[src/rtl/serial_pkg.sv]
// Shared definitions for the serial link transmitter and its matching receiver.
package serial_pkg;

  typedef enum logic [1:0] {
    IDLE  = 2'd0,
    START = 2'd1,
    DATA  = 2'd2,
    STOP  = 2'd3
  } serial_state_e;

  localparam logic START_BIT = 1'b0;
  localparam logic STOP_BIT  = 1'b1;
  localparam logic LINE_IDLE = 1'b1;

endpackage

[src/rtl/serial_tx_fifo.sv]
// Synchronous byte buffer for the transmitter: wrap-bit pointers, registered level.
module serial_tx_fifo #(
  parameter int WIDTH = 8,
  parameter int DEPTH = 4,
  parameter int LW    = $clog2(DEPTH + 1)
) (
  input  logic             clk,
  input  logic             rst_n,
  input  logic             i_push,
  input  logic [WIDTH-1:0] i_data,
  input  logic             i_pop,
  output logic [WIDTH-1:0] o_data,
  output logic             o_full,
  output logic             o_empty,
  output logic [LW-1:0]    o_level
);

  localparam int AW = $clog2(DEPTH);
  localparam logic [AW:0]   PTR_ONE = 1;
  localparam logic [LW-1:0] LVL_ONE = 1;

  logic [WIDTH-1:0] r_mem [DEPTH];
  logic [AW:0]      r_wr_ptr;
  logic [AW:0]      r_rd_ptr;
  logic [LW-1:0]    r_level;
  logic             w_push;
  logic             w_pop;

  // Full and empty come only from registered pointers, so a pop in the
  // same cycle never opens room for a push.
  assign o_full  = (r_wr_ptr[AW] != r_rd_ptr[AW]) &&
                   (r_wr_ptr[AW-1:0] == r_rd_ptr[AW-1:0]);
  assign o_empty = (r_wr_ptr == r_rd_ptr);
  assign w_push  = i_push && !o_full;
  assign w_pop   = i_pop && !o_empty;
  assign o_data  = r_mem[r_rd_ptr[AW-1:0]];
  assign o_level = r_level;

  // Storage array, written on accepted pushes only.
  always_ff @(posedge clk) begin
    if (w_push) begin
      r_mem[r_wr_ptr[AW-1:0]] <= i_data;
    end
  end

  // Pointer and occupancy bookkeeping.
  always_ff @(posedge clk or negedge rst_n) begin
    if (!rst_n) begin
      r_wr_ptr <= '0;
      r_rd_ptr <= '0;
      r_level  <= '0;
    end else begin
      if (w_push) r_wr_ptr <= r_wr_ptr + PTR_ONE;
      if (w_pop)  r_rd_ptr <= r_rd_ptr + PTR_ONE;
      case ({w_push, w_pop})
        2'b10:   r_level <= r_level + LVL_ONE;
        2'b01:   r_level <= r_level - LVL_ONE;
        default: r_level <= r_level;
      endcase
    end
  end

endmodule

[src/rtl/serial_tx.sv]
// Byte-to-serial transmitter: FIFO-buffered bytes sent as start/data/stop frames.
//
//   state | meaning
//   IDLE  | line high, waiting for a buffered byte
//   START | start bit on tdo
//   DATA  | data bits on tdo, LSB first
//   STOP  | stop bit periods on tdo
module serial_tx
  import serial_pkg::*;
#(
  parameter int WIDTH      = 8,
  parameter int STOP_BITS  = 2,
  parameter int FIFO_DEPTH = 4
) (
  input  logic                              clk,
  input  logic                              rst_n,
  input  logic                              baud_en,
  input  logic [WIDTH-1:0]                  tx_data,
  input  logic                              tx_valid,
  output logic                              tx_ready,
  output logic                              tdo,
  output logic                              busy,
  output logic [$clog2(FIFO_DEPTH+1)-1:0]   fifo_level
);

  localparam int LW  = $clog2(FIFO_DEPTH + 1);
  localparam int BCW = (WIDTH > 1) ? $clog2(WIDTH) : 1;
  localparam int SCW = (STOP_BITS > 1) ? $clog2(STOP_BITS) : 1;
  localparam logic [BCW-1:0] BIT_LAST  = BCW'(WIDTH - 1);
  localparam logic [SCW-1:0] STOP_LAST = SCW'(STOP_BITS - 1);
  localparam logic [BCW-1:0] BIT_ONE   = 1;
  localparam logic [SCW-1:0] STOP_ONE  = 1;

  serial_state_e    r_state;
  serial_state_e    w_state_nxt;
  logic [WIDTH-1:0] r_shift;
  logic [WIDTH-1:0] w_shift_nxt;
  logic [WIDTH-1:0] w_shift_sr;
  logic [BCW-1:0]   r_bit_cnt;
  logic [BCW-1:0]   w_bit_nxt;
  logic [SCW-1:0]   r_stop_cnt;
  logic [SCW-1:0]   w_stop_nxt;
  logic             r_tdo;
  logic             w_tdo_nxt;
  logic             w_pop;
  logic             w_full;
  logic             w_empty;
  logic [WIDTH-1:0] w_fifo_data;
  logic [LW-1:0]    w_level;

  serial_tx_fifo #(
    .WIDTH (WIDTH),
    .DEPTH (FIFO_DEPTH),
    .LW    (LW)
  ) u_fifo (
    .clk     (clk),
    .rst_n   (rst_n),
    .i_push  (tx_valid),
    .i_data  (tx_data),
    .i_pop   (w_pop),
    .o_data  (w_fifo_data),
    .o_full  (w_full),
    .o_empty (w_empty),
    .o_level (w_level)
  );

  assign tx_ready   = !w_full;
  assign fifo_level = w_level;
  assign tdo        = r_tdo;
  assign busy       = (r_state != IDLE) || (w_level != '0);
  assign w_shift_sr = r_shift >> 1;

  // Frame sequencing; bit and stop counters count down to zero.
  always_comb begin
    w_state_nxt = r_state;
    w_shift_nxt = r_shift;
    w_bit_nxt   = r_bit_cnt;
    w_stop_nxt  = r_stop_cnt;
    w_tdo_nxt   = r_tdo;
    w_pop       = 1'b0;
    if (baud_en) begin
      case (r_state)
        IDLE: begin
          w_tdo_nxt = LINE_IDLE;
          if (!w_empty) begin
            w_pop       = 1'b1;
            w_shift_nxt = w_fifo_data;
            w_tdo_nxt   = START_BIT;
            w_state_nxt = START;
          end
        end
        START: begin
          w_tdo_nxt   = r_shift[0];
          w_bit_nxt   = BIT_LAST;
          w_state_nxt = DATA;
        end
        DATA: begin
          if (r_bit_cnt != '0) begin
            w_shift_nxt = w_shift_sr;
            w_tdo_nxt   = w_shift_sr[0];
            w_bit_nxt   = r_bit_cnt - BIT_ONE;
          end else begin
            w_tdo_nxt   = STOP_BIT;
            w_stop_nxt  = STOP_LAST;
            w_state_nxt = STOP;
          end
        end
        STOP: begin
          if (r_stop_cnt != '0) begin
            w_stop_nxt = r_stop_cnt - STOP_ONE;
          end else if (!w_empty) begin
            w_pop       = 1'b1;
            w_shift_nxt = w_fifo_data;
            w_tdo_nxt   = START_BIT;
            w_state_nxt = START;
          end else begin
            w_tdo_nxt   = LINE_IDLE;
            w_state_nxt = IDLE;
          end
        end
        default: begin
          w_tdo_nxt   = LINE_IDLE;
          w_state_nxt = IDLE;
        end
      endcase
    end
  end

  // State, shifter, counters and registered line output.
  always_ff @(posedge clk or negedge rst_n) begin
    if (!rst_n) begin
      r_state    <= IDLE;
      r_shift    <= '0;
      r_bit_cnt  <= '0;
      r_stop_cnt <= '0;
      r_tdo      <= LINE_IDLE;
    end else begin
      r_state    <= w_state_nxt;
      r_shift    <= w_shift_nxt;
      r_bit_cnt  <= w_bit_nxt;
      r_stop_cnt <= w_stop_nxt;
      r_tdo      <= w_tdo_nxt;
    end
  end

endmodule

[config.mk]
export PLATFORM = sky130hd
export DESIGN_NAME = serial_tx
export DESIGN_NICKNAME = d
export VERILOG_FILES = /design/src/rtl/serial_pkg.sv /design/src/rtl/serial_tx_fifo.sv /design/src/rtl/serial_tx.sv
export SDC_FILE = /design/constraint.sdc
export NUM_CORES = 1
export LEC_CHECK = 0
export CELL_PAD_IN_SITES_DETAIL_PLACEMENT = 1
export CELL_PAD_IN_SITES_GLOBAL_PLACEMENT = 1
export CORE_MARGIN = 3
export CORE_UTILIZATION = 45
export DETAILED_ROUTE_END_ITERATION = 6
export PLACE_DENSITY = 0.75
export SYNTH_ARGS = -nofsm -noshare
export SYNTH_HDL_FRONTEND = slang
export SYNTH_SLANG_ARGS = --single-unit
[constraint.sdc]
create_clock -name clk -period 3.1 [get_ports clk]
set_input_delay 0.93 -clock clk [delete_from_list [all_inputs] [get_ports clk]]
set_output_delay 0.93 -clock clk [all_outputs]
set_load 0.01 [all_outputs]
==> flow_metrics.py <==
metrics = {
    "cts": {
        "worst_path_clk_slew_ns": 0.10,
        "clkLatencyLatePin_ns": 0.31,
        "total_cts_buffers": 5,
        "number_of_buffers_on_the_longest_clock_path": 2,
        "cts_sinks": 56,
        "tritoncts": "yes",
        "clock_root_buffer": "sky130_fd_sc_hd__clkbuf_8",
        "cts_htree_levels": 2,
    },
    "floorplanning": {
        "start_util": 0.474,
        "floorplan.core_area_mm2": 0.00564,
        "placement_rows": 27,
        "design.portCount": 18,
        "chipHeight_um": 83.1,
        "floorplan.die.width_um": 83.1,
        "die-area_mm2": 0.00691,
    },
    "yosys": {
        "syn_inst": 199,
        "yosys.area.top_type_share": 0.359,
        "postSynthRegisterBits": 56,
        "synth_top_flop_cell": "sky130_fd_sc_hd__edfxtp_1",
        "synth_nets": 226,
        "synth.cell_area_mm2": 0.00268,
        "synth-async-reset-ratio": 0.429,
        "number_of_synthesized_flops_with_an_enable_pin": 32,
        "avgSynthCellArea_um2": 13.4,
        "synth_top_cells_by_area": "sky130_fd_sc_hd__edfxtp_1 36%, sky130_fd_sc_hd__dfrtp_1 22%, sky130_fd_sc_hd__mux2_2 9.7%, sky130_fd_sc_hd__ha_1 6.5%, sky130_fd_sc_hd__inv_1 2.4%",
        "cell_taking_the_most_area_after_synthesis": "sky130_fd_sc_hd__edfxtp_1",
        "synthesis.yosys.warnings": 0,
        "yosys.cell_types.count": 41,
        "synth_seq_area_share": 0.584,
    },
    "global_route": {
        "grt.overflow.total": 0,
        "track_usage": 0.160,
        "first_global_vias": 1777,
        "grt_start_max_net_pins": 21,
        "antenna_found_initial": 0,
        "grt_pass1_wl_um": 8740,
    },
    "cells_and_area": {
        "finalNetCount": 249,
        "drive_gt1_frac": 0.211,
        "antenna_cells_inserted": 0,
        "finalCoreUtilization": 0.538,
        "area.growth.synth_to_final_pct": 13.4,
        "layout.cells.most_common_list": "32 x sky130_fd_sc_hd__edfxtp_1, 23 x sky130_fd_sc_hd__mux2_2, 22 x sky130_fd_sc_hd__dfrtp_1, 16 x sky130_fd_sc_hd__clkdlybuf4s50_1, 15 x sky130_fd_sc_hd__inv_1",
        "final_common_cell": "sky130_fd_sc_hd__edfxtp_1",
    },
    "timing": {
        "timing.final.hold_violations": 0,
        "timing_max_transition_violations_final": 0,
        "fmax_mhz": 366,
        "ratio_of_final_minimum_period_to_clock_period": 0.880,
        "fin_skew_ns": 0.00614,
        "finalSetupViolations": 0,
        "maxSlewHeadroom": 0.534,
        "fin_crit_ns": 2.73,
        "setup-tns-final_ns": 0,
        "worst-slew-pin-transition_ns": 0.700,
        "grt_setup_unrepaired": "false",
    },
    "drt": {
        "routed_wirelength_um": 5100,
        "top_layer_used": "met4",
        "drcViolationCount": 0,
        "first_iter_violations": 48,
        "vias": 1574,
        "met2_length_um": 2570,
        "avgViaCountPerCell": 5.34,
        "routedWlPerCell_um": 17.3,
        "routedLengthMet1_um": 2310,
        "detailed_routed_wire_length_on_met3_um": 166,
        "drt_pass1_iterations": 5,
        "route.antenna.remaining_nets": 0,
    },
    "place": {
        "port_buf_inserts": 17,
        "place.gp.congestion": 0.738,
        "dp.final_hpwl_um": 3790,
    },
    "status": {
        "outcome": "finished, final reports clean",
    },
    "min_path": {
        "whs_path_depth": 2,
        "hold_path_class": "flip-flop to flip-flop",
        "min-delay-start": "tdo",
    },
    "pwr": {
        "pwr_density_cell_mw_per_mm2": 986,
        "leak_pwr_nw": 1.19,
        "total_power_mw": 2.99,
        "worst_vdd_ir_mv": 0.481,
    },
    "setup_path": {
        "required_ns": 2.17,
        "worst-setup-path-type": "flip-flop to output pin",
        "r2r_start": "r_state[1]",
        "endpoint_kind": "output pin",
        "cp.arrival_ns": 1.80,
        "setup.worst_path.end": "busy",
        "worst-r2r-cell-count": 6,
        "timing.critical_path.from_type": "flip-flop",
        "regToRegEndpoint": "u_fifo.o_level[1]",
        "maximum_fanout_along_the_worst_path": 5,
        "startpoint": "r_state[1]",
        "flop_to_flop_setup_slack_ns": 0.74,
    },
    "flow_run": {
        "max-cap-violations": 0,
    },
}
[worst max-delay path, cell delays in order, from the launching register on]
cell and delay [ns]:
sky130_fd_sc_hd__dfrtp_2 0.46, sky130_fd_sc_hd__inv_2 0.10, sky130_fd_sc_hd__ha_1 0.20, sky130_fd_sc_hd__inv_1 0.07
sky130_fd_sc_hd__or4_1 0.48, sky130_fd_sc_hd__dlymetal6s2s_1 0.18
[synthesized netlist by cell type, types with 2 or more instances]
| cell | instances |
|---|---|
| sky130_fd_sc_hd__nand2b_1 | 4 |
| sky130_fd_sc_hd__nand3_1 | 4 |
| sky130_fd_sc_hd__nor3_1 | 2 |
| sky130_fd_sc_hd__and2_1 | 4 |
| sky130_fd_sc_hd__clkbuf_1 | 3 |
| sky130_fd_sc_hd__nand2_1 | 6 |
| sky130_fd_sc_hd__a21oi_1 | 12 |
| sky130_fd_sc_hd__edfxtp_1 | 32 |
| sky130_fd_sc_hd__mux2_2 | 23 |
| sky130_fd_sc_hd__o21ai_0 | 7 |
| sky130_fd_sc_hd__buf_4 | 2 |
| sky130_fd_sc_hd__o22ai_1 | 7 |
| sky130_fd_sc_hd__ha_1 | 14 |
| sky130_fd_sc_hd__inv_1 | 17 |
| sky130_fd_sc_hd__a211oi_1 | 2 |
| sky130_fd_sc_hd__a22oi_1 | 2 |
| sky130_fd_sc_hd__dfrtp_1 | 23 |
| sky130_fd_sc_hd__nor2_1 | 4 |
| sky130_fd_sc_hd__xnor2_1 | 5 |
| sky130_fd_sc_hd__xor2_1 | 5 |
[through the flow]
step	hold slack [ns]	setup WS, ns	cells	instance area [µm²]
final	0.505	0.371	295	3030
after CTS	0.509	0.0334	294	3020
after global placement	0.477	0.313	286	2930
after floorplan	0.479	0.667	199	2680
after detailed placement	0.495	0.258	286	2930
after global routing	0.523	0.271	295	3030
[repair_timing]
item / CTS / global route
gates resized for setup: 2 / 2
hold buffers: 0 / 0
gates cloned: 0 / 0
endpoints found under the setup margin: 1 / 1
setup buffers: 0 / 1
[report_power, final]
group / leakage (nW) / internal, mW / total, mW / switching, mW
Sequential: 0.565 / 1.06 / 1.22 / 0.163
Combinational: 0.581 / 0.654 / 1.38 / 0.722
Clock: 0.0414 / 0.161 / 0.396 / 0.235
[registers in the layout (all words and copies together) (netlist names)]
signal	count
r_bit_cnt	3
r_shift	8
r_state	2
r_stop_cnt	1
tdo	1
u_fifo.o_level	3
u_fifo.r_mem	32
u_fifo.r_rd_ptr	3
u_fifo.r_wr_ptr	3
[layout make-up]
type	count	area, µm²
fill	584	2610
sequential	56	1560
multi-input combinational	120	1020
timing repair buffer	22	210
tap	72	90.1
clock buffer	6	72.6
inverter	17	63.8
clock inverter	2	16.3
[logic make-up after synthesis]
group	share of synthesized area
AO/OA/AOI/OAI	0.0879
XOR/XNOR	0.0388
adder cells (fa/ha/maj)	0.0730
buffers and inverters	0.0355
flip-flops	0.584
multiplexers	0.113
AND/OR/NAND/NOR	0.0674
[routing by layer]
layer | up-vias | track usage
li1 | 757 | -
met1 | 793 | 0.191
met2 | 17 | 0.284
met3 | 7 | 0.0387
met4 | 0 | 0.0490
met5 | - | 0
[how the worst min path moves through the flow]
stage	to	slack, ns
2_1_floorplan	r_shift[0]	0.48
3_3_place_gp	u_fifo.o_level[2]	0.48
3_5_place_dp	tdo	0.49
4_1_cts	tdo	0.51
5_1_grt	tdo	0.52
6_report	tdo	0.51
Note: power is estimated with default switching activity, not from simulation.
